===== config.mk =====
export PLATFORM = sky130hd
export DESIGN_NAME = mem8_access_sequencer_flat
export DESIGN_NICKNAME = d
export VERILOG_FILES = /design/src/rtl/mem8_access_sequencer_if.sv /design/src/rtl/mem8_access_sequencer.sv /design/src/flat_wrapper.sv
export SDC_FILE = /design/constraint.sdc
export NUM_CORES = 1
export LEC_CHECK = 0
export BUFFER_PORTS_ARGS = -buffer_cell sky130_fd_sc_hd__buf_2
export CAP_MARGIN = 20
export CORE_UTILIZATION = 57
export CTS_CLUSTER_DIAMETER = 60
export CTS_CLUSTER_SIZE = 24
export DETAILED_ROUTE_END_ITERATION = 12
export PLACE_DENSITY = 0.85
export SYNTH_ARGS = -nofsm -noshare
export SYNTH_HDL_FRONTEND = slang
export SYNTH_SLANG_ARGS = --single-unit

===== constraint.sdc =====
create_clock -name clk_in -period 10.8 [get_ports clk_in]
set_clock_uncertainty 0.05 [all_clocks]
set_input_delay 1.62 -clock clk_in [delete_from_list [all_inputs] [get_ports clk_in]]
set_output_delay 1.62 -clock clk_in [all_outputs]
set_load 0.005 [all_outputs]

===== src/rtl/mem8_access_sequencer_if.sv =====
// Request/response and byte-memory bus of the memory-stage load/store sequencer.
// The slave side is the sequencer; the master side is the pipeline plus the byte memory.
interface mem8_access_sequencer_if #(
  parameter int ADDR_W = 32
);
  logic              req_valid_in;
  logic              req_ready_out;
  logic              req_we_in;
  logic [1:0]        req_size_in;
  logic              req_signed_in;
  logic [ADDR_W-1:0] req_addr_in;
  logic [31:0]       req_wdata_in;
  logic              rsp_valid_out;
  logic [31:0]       rsp_rdata_out;
  logic              busy_out;
  logic [ADDR_W-1:0] mem_addr_out;
  logic              mem_we_out;
  logic [7:0]        mem_wd_out;
  logic [7:0]        mem_rd_in;

  modport slave (
    input  req_valid_in, req_we_in, req_size_in, req_signed_in, req_addr_in, req_wdata_in,
    input  mem_rd_in,
    output req_ready_out, rsp_valid_out, rsp_rdata_out, busy_out,
    output mem_addr_out, mem_we_out, mem_wd_out
  );

  modport master (
    output req_valid_in, req_we_in, req_size_in, req_signed_in, req_addr_in, req_wdata_in,
    output mem_rd_in,
    input  req_ready_out, rsp_valid_out, rsp_rdata_out, busy_out,
    input  mem_addr_out, mem_we_out, mem_wd_out
  );
endinterface


===== src/rtl/mem8_access_sequencer.sv =====
// Byte/halfword/word load-store sequencer in front of an 8-bit data memory.
// Each request becomes 1, 2 or 4 single-byte memory cycles followed by a one-cycle completion pulse.
module mem8_access_sequencer #(
  parameter int ADDR_W     = 32,
  parameter bit BIG_ENDIAN = 1'b0
) (
  input logic                    clk_in,
  input logic                    reset_in,
  mem8_access_sequencer_if.slave bus
);
  typedef enum logic [1:0] {IDLE = 2'd0, XFER = 2'd1, DONE = 2'd2} state_t;

  state_t            state_q, state_d;
  logic [1:0]        cnt_q;
  logic [1:0]        last_cnt;
  logic [1:0]        lane;
  logic [ADDR_W-1:0] base_q;
  logic              we_q;
  logic              signed_q;
  logic [1:0]        size_q;
  logic [31:0]       wdata_q;
  logic [31:0]       asm_q;
  logic [31:0]       asm_d;
  logic [31:0]       rdata_q;
  logic              ready_c;
  logic              accept;

  function automatic logic [31:0] extend_load(input logic [31:0] raw, input logic [1:0] size,
                                               input logic sgn);
    logic signed [7:0]  b;
    logic signed [15:0] h;
    logic signed [31:0] ext;
    b = raw[7:0];
    h = raw[15:0];
    case (size)
      2'b00:   if (sgn) ext = 32'(b); else ext = {24'd0, raw[7:0]};
      2'b01:   if (sgn) ext = 32'(h); else ext = {16'd0, raw[15:0]};
      default: ext = raw;
    endcase
    return ext;
  endfunction

  // Size 2'b11 runs as a word; lane order flips for big-endian memories.
  assign last_cnt = (size_q == 2'b00) ? 2'd0 : (size_q == 2'b01) ? 2'd1 : 2'd3;
  assign lane     = BIG_ENDIAN ? (last_cnt - cnt_q) : cnt_q;

  assign bus.req_ready_out = ready_c & ~reset_in;
  assign bus.busy_out      = ~bus.req_ready_out;
  assign bus.rsp_rdata_out = rdata_q;
  assign accept            = bus.req_valid_in & bus.req_ready_out;

  always_comb begin
    asm_d = asm_q;
    asm_d[{lane, 3'b000} +: 8] = bus.mem_rd_in;
  end

  always_ff @(posedge clk_in or posedge reset_in) begin
    if (reset_in) state_q <= IDLE;
    else          state_q <= state_d;
  end

  always_comb begin
    state_d           = state_q;
    ready_c           = 1'b0;
    bus.rsp_valid_out = 1'b0;
    bus.mem_we_out    = 1'b0;
    bus.mem_addr_out  = '0;
    bus.mem_wd_out    = 8'd0;
    case (state_q)
      IDLE: begin
        ready_c = 1'b1;
        if (bus.req_valid_in) state_d = XFER;
      end
      XFER: begin
        bus.mem_addr_out = base_q + ADDR_W'(cnt_q);
        bus.mem_we_out   = we_q;
        if (we_q) bus.mem_wd_out = wdata_q[{lane, 3'b000} +: 8];
        if (cnt_q == last_cnt) state_d = DONE;
      end
      DONE: begin
        bus.rsp_valid_out = 1'b1;
        state_d           = IDLE;
      end
      default: state_d = IDLE;
    endcase
  end

  // The final byte of a load is folded in on the edge entering DONE, so the result is valid with the pulse.
  always_ff @(posedge clk_in or posedge reset_in) begin
    if (reset_in) begin
      cnt_q   <= 2'd0;
      rdata_q <= 32'd0;
    end else begin
      if (accept)                 cnt_q <= 2'd0;
      else if (state_q == XFER)   cnt_q <= cnt_q + 2'd1;
      if (state_q == XFER && !we_q && cnt_q == last_cnt)
        rdata_q <= extend_load(asm_d, size_q, signed_q);
    end
  end

  always_ff @(posedge clk_in) begin
    if (accept) begin
      base_q   <= bus.req_addr_in;
      we_q     <= bus.req_we_in;
      size_q   <= bus.req_size_in;
      signed_q <= bus.req_signed_in;
      wdata_q  <= bus.req_wdata_in;
    end
    if (state_q == XFER && !we_q) asm_q <= asm_d;
  end
endmodule


===== src/flat_wrapper.sv =====
// flat-port wrapper written by rule: the top's interface ports become plain ports
module mem8_access_sequencer_flat 
#(
  parameter int ADDR_W     = 32,
  parameter bit BIG_ENDIAN = 1'b0
)
  (clk_in, reset_in, bus_req_valid_in, bus_req_we_in, bus_req_size_in, bus_req_signed_in, bus_req_addr_in, bus_req_wdata_in, bus_mem_rd_in, bus_req_ready_out, bus_rsp_valid_out, bus_rsp_rdata_out, bus_busy_out, bus_mem_addr_out, bus_mem_we_out, bus_mem_wd_out);
  mem8_access_sequencer_if #(.ADDR_W(ADDR_W)) bus_i ();
  input logic clk_in;
  input logic reset_in;
  input wire logic [$bits(bus_i.req_valid_in)-1:0] bus_req_valid_in;
  input wire logic [$bits(bus_i.req_we_in)-1:0] bus_req_we_in;
  input wire logic [$bits(bus_i.req_size_in)-1:0] bus_req_size_in;
  input wire logic [$bits(bus_i.req_signed_in)-1:0] bus_req_signed_in;
  input wire logic [$bits(bus_i.req_addr_in)-1:0] bus_req_addr_in;
  input wire logic [$bits(bus_i.req_wdata_in)-1:0] bus_req_wdata_in;
  input wire logic [$bits(bus_i.mem_rd_in)-1:0] bus_mem_rd_in;
  output wire logic [$bits(bus_i.req_ready_out)-1:0] bus_req_ready_out;
  output wire logic [$bits(bus_i.rsp_valid_out)-1:0] bus_rsp_valid_out;
  output wire logic [$bits(bus_i.rsp_rdata_out)-1:0] bus_rsp_rdata_out;
  output wire logic [$bits(bus_i.busy_out)-1:0] bus_busy_out;
  output wire logic [$bits(bus_i.mem_addr_out)-1:0] bus_mem_addr_out;
  output wire logic [$bits(bus_i.mem_we_out)-1:0] bus_mem_we_out;
  output wire logic [$bits(bus_i.mem_wd_out)-1:0] bus_mem_wd_out;
  assign bus_i.req_valid_in = bus_req_valid_in;
  assign bus_i.req_we_in = bus_req_we_in;
  assign bus_i.req_size_in = bus_req_size_in;
  assign bus_i.req_signed_in = bus_req_signed_in;
  assign bus_i.req_addr_in = bus_req_addr_in;
  assign bus_i.req_wdata_in = bus_req_wdata_in;
  assign bus_i.mem_rd_in = bus_mem_rd_in;
  assign bus_req_ready_out = bus_i.req_ready_out;
  assign bus_rsp_valid_out = bus_i.rsp_valid_out;
  assign bus_rsp_rdata_out = bus_i.rsp_rdata_out;
  assign bus_busy_out = bus_i.busy_out;
  assign bus_mem_addr_out = bus_i.mem_addr_out;
  assign bus_mem_we_out = bus_i.mem_we_out;
  assign bus_mem_wd_out = bus_i.mem_wd_out;
  mem8_access_sequencer #(.ADDR_W(ADDR_W), .BIG_ENDIAN(BIG_ENDIAN)) u_core (.clk_in(clk_in), .reset_in(reset_in), .bus(bus_i));
endmodule

==> results_dict.tcl, run 1 <==
set metrics [dict create \
    critPathLaunchType "register" \
    drive_above_1_share_pct 29.2 \
    use_met2_pct 48.8 \
    drv_slew 0 \
    yosysTopAreaCell "edfxtp_1" \
    rsz0062_at_grt "no" \
    clock_path_buffers 2 \
    path_max_fanout 22 \
    track_usage_pct 28.8 \
    yosysWarnings 0 \
    cts-root-buf "clkbuf_8" \
    cp-end-kind "output port" \
    power.density_nw_per_um2 266 \
    core_area_um2 10500 \
    fin_crit_ns 5.50 \
    dp_hpwl_um 10300 \
    cts.sinks 136 \
    period_share_pct 50.9 \
    synth-seq-area-share_pct 62.3 \
    gp_congestion 0.945 \
    vias 4959 \
    io_buffer_count 154 \
    grt.overflow.total 0 \
    relSlewSlack_pct 18.4 \
    grt_pass1_vias 4848 \
    finalHoldViolations 0 \
    dr.first_iter.drc_count 404 \
    cp.arrival_ns 3.83 \
    detail-route-antenna-nets 0 \
    drt-wirelength-per-cell_um 18.1 \
    ys.flop_type "edfxtp_1" \
    die_area_um2 11400 \
    syn_nets 635 \
    routed_wl_um 15300 \
    status "complete, no violations" \
    cts_setup_buffers 0 \
    synth_area_leaders "edfxtp_1 (48%), dfrtp_1 (14%), nand2_1 (5.2%)" \
    grt_use_met3_pct 7.05 \
    ys_top_cells_by_count "edfxtp_1 (100), nand2_1 (87), nor2_1 (49)" \
    yosysMostFrequentCell "edfxtp_1" \
    fp.dieH_um 107 \
    groute.layer.met1.usage_pct 36.8 \
    finalPower_uw 2040 \
    areaGrowthSynthToFinish_pct 22.5 \
    totalNegativeSetupSlack_ns 0 \
    yosysUniqueCellTypes 49 \
    cts_tree "yes" \
    drtPass1Iterations 5 \
    async_reset_ff_share_pct 26.5 \
    hold_ws_ns 0.469 \
    worstMarginPinSlew_ns 1.22 \
    syn_avg_cell_area_um2 11.4 \
    synth_top_area_share_pct 47.9 \
    cts_resized 0 \
    diodes 0 \
    netlist_instances 548 \
    post_drt_via_cell_ratio 5.88 \
    ctsHoldBuffers 0 \
    synth_seq_cells 136 \
    holdCritPathClass "reg -> reg" \
    nets 783 \
    htreeDepth 4 \
    remaining_drc_errors 0 \
    insertion_delay_ns 0.53 \
    p_leak_uw 0.00314 \
    ios 155 \
    cts-buffers-inserted 17 \
    setup_viol 0 \
    synth_edf_count 100 \
    ir_drop_v 0.000157 \
    reg2reg_slack_ns 7.23 \
    grt_max_degree 50 \
    path_class "reg -> out" \
    drv_cap 0 \
    antenna_found_initial 0 \
    grt-busiest-layer "met2" \
    std_cell_rows 37 \
    die_width_um 107 \
    initial_utilization_pct 59.6 \
    grt_pass1_wl_um 24800 \
    clkTransAtPathRegs_ns 0.06 \
    syn_area_um2 6270 \
    clock.fmax_ghz 0.182 \
    required_ns 9.13 \
]
-- area by class of cell --
cell class              count  area (um2)
flip-flops and latches    136        3900
fillers                   692        2830
multi-input cells         347        2110
repair buffers            160         823
clock buffers              18         418
well taps                 136         170
inverters                  34         128
clock inverters            13         124
-- cells in the final DEF (no fill, tap or decap), types with 16 or more instances in the layout --
master     netlist  final
o22ai_1         18     18
clkbuf_16        0     16
edfxtp_1       100    100
nor2_1          49     49
buf_2            4    154
dfrtp_1         36     36
inv_1           34     34
nand2_1         87     87
a21oi_1         42     42
-- stage by stage --
| stage | worst slack, ns | cells | util (%) | cell area, um2 |
|---|---|---|---|---|
| after CTS | 5.24 | 843 | 72.9 | 7660 |
| after global placement | 5.91 | 812 | 67.8 | 7120 |
| after floorplan | 6.40 | 548 | - | 6270 |
| final | 5.30 | 844 | 73.1 | 7680 |
| after global routing | 5.01 | 844 | 73.1 | 7680 |
| after detailed placement | 5.82 | 812 | 67.8 | 7120 |
-- routing by layer --
layer / vias up / wire length, um
li1: 2298 / -
met1: 2373 / 6030
met2: 271 / 7870
met3: 17 / 1220
met4: 0 / 180
met5: - / 0
-- worst max-delay path, cell delays in order (launching register included) --
cell and delay, ns:
dfrtp_1 0.94, ha_1 0.33, fa_1 0.27, nand4_1 0.23, or4_1 0.71, or4_1 0.51
a21oi_1 0.17, buf_2 0.13
-- logic make-up (layout without fill, tap and decap cells) --
group,after synthesis,count (layout),synth area share [%]
simple gates,221,221,17.4
flops,136,136,62.3
compound gates,96,96,9.58
buf+inv,65,225,4.09
xor+xnor,11,11,1.54
mux,11,11,3.35
fa+ha+maj,8,8,1.72
-- registers in the layout, summed over array words and instances (netlist names) --
register	count
u_core.asm_q	32
u_core.base_q	32
u_core.bus.rsp_rdata_out	32
u_core.wdata_q	32
u_core.cnt_q	2
u_core.size_q	2
u_core.state_q	2
u_core.signed_q	1
u_core.we_q	1
-- where the power goes --
group | total [uW] | switching, uW | internal [uW]
clock network | 534 | 227 | 307
logic | 674 | 389 | 285
registers | 833 | 95.0 | 737
-- final timing paths --
check | from | endpoint | depth (start not counted)
max | u_core.cnt_q[0] | bus_mem_addr_out[28] | 7
min | u_core.bus.rsp_rdata_out[7] | u_core.bus.rsp_rdata_out[7] | 2
max reg2reg | u_core.cnt_q[0] | u_core.bus.rsp_rdata_out[31] | 6
min in group asynchronous | reset_in | u_core.bus.rsp_rdata_out[9] | 3
max in group asynchronous | reset_in | u_core.bus.rsp_rdata_out[23] | 3
min reg2reg | u_core.bus.rsp_rdata_out[7] | u_core.bus.rsp_rdata_out[7] | 2
No activity file was read; power rests on OpenSTA's default activity.
==> run 2, diff against run 1 <==
--- a/config.mk
+++ b/config.mk
@@ -7,11 +7,11 @@
 export LEC_CHECK = 0
 export BUFFER_PORTS_ARGS = -buffer_cell sky130_fd_sc_hd__buf_2
 export CAP_MARGIN = 20
-export CORE_UTILIZATION = 57
+export CORE_UTILIZATION = 48
 export CTS_CLUSTER_DIAMETER = 60
 export CTS_CLUSTER_SIZE = 24
 export DETAILED_ROUTE_END_ITERATION = 12
-export PLACE_DENSITY = 0.85
+export PLACE_DENSITY = 0.76
 export SYNTH_ARGS = -nofsm -noshare
 export SYNTH_HDL_FRONTEND = slang
 export SYNTH_SLANG_ARGS = --single-unit
==> constraint.sdc (replaced) <==
create_clock -name clk_in -period 4.6 [get_ports clk_in]
set_clock_uncertainty 0.05 [all_clocks]
set_input_delay 0.69 -clock clk_in [delete_from_list [all_inputs] [get_ports clk_in]]
set_output_delay 0.69 -clock clk_in [all_outputs]
set_load 0.005 [all_outputs]
==> run 2 against run 1 <==
  * Critical path depth is the same
  * Combinational power grew 140%
  * First-iteration DRC count grew 14%
  * Core utilization shrank 11 points
  * Final area grew 2.8%
  * Wire length shrank 2.8%
  * Critical endpoint unchanged
  * Highest routed layer unchanged
==> results_dict.tcl, run 2 (synthesis results as in run 1) <==
set metrics [dict create \
    cts.sinks 136 \
    routed_wl_um 14900 \
    core_area_um2 12700 \
    std_cell_rows 41 \
    remaining_drc_errors 0 \
    setup_viol 0 \
    rsz0062_at_grt "no" \
    critPathLaunchType "register" \
    placed_cell_area_um2 7200 \
    track_usage_pct 23.3 \
    drtPass1Iterations 6 \
    cp_top_family "simple AND/OR/NAND/NOR gates" \
    routed.top_layer "met4" \
    timing.critical_path.cells "ha_1, fa_1, nand4_1, or4_1, or4_1, a21oi_1, buf_2" \
    diodes 0 \
    cts_setup_buffers 0 \
    cp_slowest_cell "or4_1" \
    nFillCells 1040 \
    ir_drop_v 0.000283 \
    wl_met1_um 6040 \
    layout_commonest_cell "buf_2" \
    finalHoldViolations 0 \
    drv_slew 0 \
    finalPower_uw 5120 \
    htreeDepth 4 \
    clock.fmax_ghz 0.266 \
    slowest_delay_ns 0.73 \
    p_leak_uw 0.00323 \
    preCtsSetupSlack_ns 1.26 \
    grt.overflow.total 0 \
    initial_utilization_pct 49.5 \
    cts-root-buf "clkbuf_16" \
    post_drt_via_cell_ratio 5.53 \
    status "complete, no violations" \
    die_width_um 116 \
    clkTransAtPathRegs_ns 0.06 \
    path_max_fanout 8 \
    required_ns 3.86 \
    dp_hpwl_um 10500 \
    grt_pass1_wl_um 23300 \
    relSlewSlack_pct 15.6 \
    nets 786 \
    drv_cap 0 \
    period_share_pct 81.8 \
    gp_congestion 0.842 \
    detail-route-antenna-nets 0 \
    mostFrequentLayoutCells "buf_2 (154), edfxtp_1 (100), nand2_1 (87)" \
    fin_ws_ns 0.836 \
    cts-buffers-inserted 17 \
    totalNegativeSetupSlack_ns 0 \
    antenna_found_initial 0 \
    worstMarginPinSlew_ns 1.27 \
    dr_wl_met2_um 7440 \
    drt-wirelength-per-cell_um 16.8 \
    areaGrowthSynthToFinish_pct 26.0 \
    ctsHoldBuffers 0 \
    io_buffer_count 154 \
    fp.dieH_um 116 \
    cp-end-kind "output port" \
    ios 155 \
    critPathBufInv 1 \
    cp_common_cell "or4_1" \
    clock_path_buffers 2 \
    grt_pass1_vias 4780 \
    dr_wl_met3_um 1180 \
    final_area_um2 7900 \
    drive_above_1_share_pct 29.5 \
    cp.arrival_ns 3.02 \
    path_class "reg -> out" \
    cts_resized 0 \
    fin_crit_ns 3.76 \
    cts_tree "yes" \
    vias 4888 \
    grt_max_degree 55 \
    power.density_nw_per_um2 648 \
    holdCritPathClass "in -> async" \
    dr.first_iter.drc_count 462 \
    insertion_delay_ns 0.43 \
    die_area_um2 13500 \
]
run 2: stage by stage:
step                std cells  utilization [%]  hold slack, ns
CTS                       883             62.2           0.347
global route              884             62.3           0.373
global placement          850             56.7           0.408
detailed placement        851             56.8           0.415
finish                    884             62.3           0.319
floorplan                 548                -           0.420
run 2: layout make-up:
cell class                      count  area, um2  share of cell area [%]
Sequential cell                   136       3900                    49.4
Multi-Input combinational cell    347       2110                    26.8
Timing Repair Buffer              163        853                    10.8
Clock buffer                       19        433                    5.48
Clock inverter                     13        251                    3.18
Tap cell                          172        215                    2.72
Inverter                           34        128                    1.62
run 2: path summary, 6_finish.rpt:
| check | slack [ns] | startpoint | endpoint | cells after the start |
|---|---|---|---|---|
| worst max register to register | 1.40 | u_core.cnt_q[0] | u_core.bus.rsp_rdata_out[18] | 7 |
| max in group asynchronous | 3.82 | reset_in | u_core.bus.rsp_rdata_out[26] | 3 |
| min in group clk_in | 0.38 | bus_req_wdata_in[27] | u_core.wdata_q[27] | 1 |
| worst min-delay path | 0.32 | reset_in | u_core.cnt_q[1] | 3 |
| worst max-delay path | 0.84 | u_core.cnt_q[0] | bus_mem_addr_out[28] | 7 |
| worst min register to register | 0.43 | u_core.bus.rsp_rdata_out[7] | u_core.bus.rsp_rdata_out[7] | 2 |
run 2: where the power goes:
group / internal [uW] / switching, uW / leakage (uW)
sequential: 1730 / 172 / 0.00134
clock: 1070 / 506 / 0.000325
combinational: 682 / 959 / 0.00157
run 2: tightest hold or removal path, delay by kind of cell:
family / cells / cell delay [ns]
buf+inv: 3 / 0.55
run 2: metal layers:
metal	global-route usage, %	vias to the layer above
met5	0	-
met1	28.0	2330
met2	39.2	232
met4	9.57	0
li1	-	2305
met3	6.90	21
==> run 3, diff against run 2 <==
--- a/config.mk
+++ b/config.mk
@@ -5,9 +5,10 @@
 export SDC_FILE = /design/constraint.sdc
 export NUM_CORES = 1
 export LEC_CHECK = 0
+export ABC_AREA = 1
 export BUFFER_PORTS_ARGS = -buffer_cell sky130_fd_sc_hd__buf_2
 export CAP_MARGIN = 20
-export CORE_UTILIZATION = 48
+export CORE_UTILIZATION = 49
 export CTS_CLUSTER_DIAMETER = 60
 export CTS_CLUSTER_SIZE = 24
 export DETAILED_ROUTE_END_ITERATION = 12
==> constraint.sdc (replaced) <==
create_clock -name clk_in -period 3.2 [get_ports clk_in]
set_clock_uncertainty 0.05 [all_clocks]
set_input_delay 0.48 -clock clk_in [delete_from_list [all_inputs] [get_ports clk_in]]
set_output_delay 0.48 -clock clk_in [all_outputs]
set_load 0.005 [all_outputs]
==> run 3 against run 2 <==
  * Non-clock buffer count down 1
  * Count of clock-buffer cells in the layout is 1 higher
  * Flip-flop and latch count did not move
  * Combinational power grew 50%
  * Global-route usage increased by 1.2 points
  * Core utilization rose by 0.21 points
  * Final cell count rose by 29%
  * Die area is 5.4% higher
  * Total power is 42% higher
  * Final area up 5.7%
  * Largest power group unchanged
==> results_dict.tcl, run 3 <==
set metrics [dict create \
    period_share_pct 88.7 \
    fp.dieH_um 119 \
    grt_max_degree 52 \
    drv_slew 0 \
    syn_nets 872 \
    synth_edf_count 100 \
    timing.rr.end "u_core.bus.rsp_rdata_out[31]" \
    p_leak_uw 0.00400 \
    antenna_found_initial 4 \
    layout.cells.non_filler 1138 \
    layout_commonest_cell "nand2_1" \
    synth_top_area_share_pct 44.5 \
    vias 5718 \
    clkTransAtPathRegs_ns 0.06 \
    cts-buffers-inserted 17 \
    holdCritPathClass "in -> async" \
    reg2reg_depth 10 \
    placed_cells 1104 \
    finalHoldViolations 0 \
    required_ns 2.67 \
    die_width_um 119 \
    finalPower_uw 7250 \
    areaGrowthSynthToFinish_pct 23.7 \
    rsz0062_at_grt "no" \
    worstMarginPinSlew_ns 0.753 \
    ctsHoldBuffers 0 \
    detail-route-antenna-nets 0 \
    gp_congestion 0.945 \
    remaining_drc_errors 0 \
    critPathLaunchType "register" \
    ios 155 \
    cts_resized 0 \
    cts_tree "yes" \
    cp.arrival_ns 2.31 \
    cts-root-buf "clkbuf_16" \
    grt.overflow.total 0 \
    std_cell_rows 42 \
    syn_area_um2 6750 \
    grt_pass1_vias 5541 \
    mostFrequentLayoutCells "nand2_1 (272), buf_2 (154), nor2_1 (143)" \
    synth-seq-area-share_pct 57.9 \
    ir_drop_v 0.000608 \
    yosysMostFrequentCell "nand2_1" \
    track_usage_pct 24.4 \
    hold_ws_ns 0.132 \
    power.density_nw_per_um2 869 \
    clock.fmax_ghz 0.352 \
    insertion_delay_ns 0.42 \
    reg2reg_slack_ns 0.76 \
    dp_hpwl_um 12100 \
    crit_start "u_core.base_q[0]" \
    core_area_um2 13300 \
    drv_cap 0 \
    clock_path_buffers 2 \
    ys_top_cells_by_count "nand2_1 (272), nor2_1 (143), edfxtp_1 (100)" \
    initial_utilization_pct 50.5 \
    dr.first_iter.drc_count 436 \
    yosysUniqueCellTypes 31 \
    syn_avg_cell_area_um2 8.59 \
    post_drt_via_cell_ratio 5.02 \
    crit_end "bus_mem_addr_out[24]" \
    path_class "reg -> out" \
    final_core_util_pct 62.5 \
    relSlewSlack_pct 49.8 \
    routed_wl_um 16400 \
    cp-end-kind "output port" \
    cts.sinks 136 \
    netlist_instances 785 \
    totalNegativeSetupSlack_ns 0 \
    setup_viol 0 \
    die_area_um2 14200 \
    htreeDepth 4 \
    synth_area_leaders "edfxtp_1 (45%), nand2_1 (15%), dfrtp_1 (13%)" \
    drtPass1Iterations 5 \
    io_buffer_count 154 \
    drt-wirelength-per-cell_um 14.4 \
    rr_startpoint "u_core.cnt_q[0]" \
    yosysWarnings 0 \
    async_reset_ff_share_pct 26.5 \
    fin_crit_ns 2.84 \
    yosysTopAreaCell "edfxtp_1" \
    path_max_fanout 5 \
    grt_pass1_wl_um 26600 \
    cts_setup_buffers 0 \
    nets 1034 \
    synth_seq_cells 136 \
    status "complete, no violations" \
    ys.flop_type "edfxtp_1" \
    drive_above_1_share_pct 22.7 \
]
[run 3: cell count changes after synthesis, moves of 12 or more]
cell	before	now
o21ai_0	3	40
clkbuf_1	21	5
nand2_1	87	272
nand3_1	10	22
inv_1	34	78
a21oi_1	42	18
o22ai_1	18	0
nor2_1	49	143
[run 3: area by class of cell]
cell class              instances  area, um2
multi-input cells             545       2410
flip-flops and latches        136       3900
repair buffers                162        843
well taps                     176        220
inverters                      85        322
fillers                      1176       5000
clock buffers                  20        447
diodes                          2       5.00
clock inverters                12        199
[run 3: worst min path at each step]
stage	startpoint	end	slack, ns
finish	reset_in	u_core.bus.rsp_rdata_out[6]	0.13
global route	bus_req_wdata_in[5]	u_core.wdata_q[5]	0.17
CTS	reset_in	u_core.bus.rsp_rdata_out[6]	0.13
detailed placement	u_core.bus.rsp_rdata_out[5]	u_core.bus.rsp_rdata_out[5]	0.41
global placement	u_core.bus.rsp_rdata_out[6]	u_core.bus.rsp_rdata_out[6]	0.41
floorplan	u_core.bus.rsp_rdata_out[11]	u_core.bus.rsp_rdata_out[11]	0.42
[run 3: metrics by stage]
step	cell area, um2	worst slack, ns
floorplan	6750	0.555
global placement	7700	0.888
detailed placement	7700	0.761
CTS	8340	0.380
global route	8350	0.165
finish	8350	0.363
[run 3: worst max-delay path, stage by stage (launching register included)]
cell,delay (ns)
edfxtp_1,0.37
ha_1,0.25
fa_1,0.42
nand2_1,0.17
nor2_2,0.08
nand2_1,0.14
inv_1,0.10
nand2_1,0.08
nand2_1,0.05
nand2_1,0.06
nor2_1,0.04
buf_2,0.14
[run 3: routing by layer]
layer	GRT usage (%)	wire length, um	share of wire [%]
met1	33.0	7420	45
met2	37.9	7440	45
met3	6.27	1290	7.9
met4	8.98	248	1.5
met5	0	13	0.079
[run 3: kinds of logic (layout without fill, tap and decap cells)]
group	after synthesis	in the layout	share of synthesized area, %
flops	136	136	57.9
simple gates	464	464	27.9
fa+ha+maj	8	8	1.59
compound gates	66	66	4.99
other cells	0	2	0
xor+xnor	7	7	1.19
buf+inv	104	279	6.44
[run 3: report_power, final]
part	internal (uW)	total, uW	switching [uW]
combinational	871	2460	1590
clock	1400	2120	721
sequential	2460	2670	215
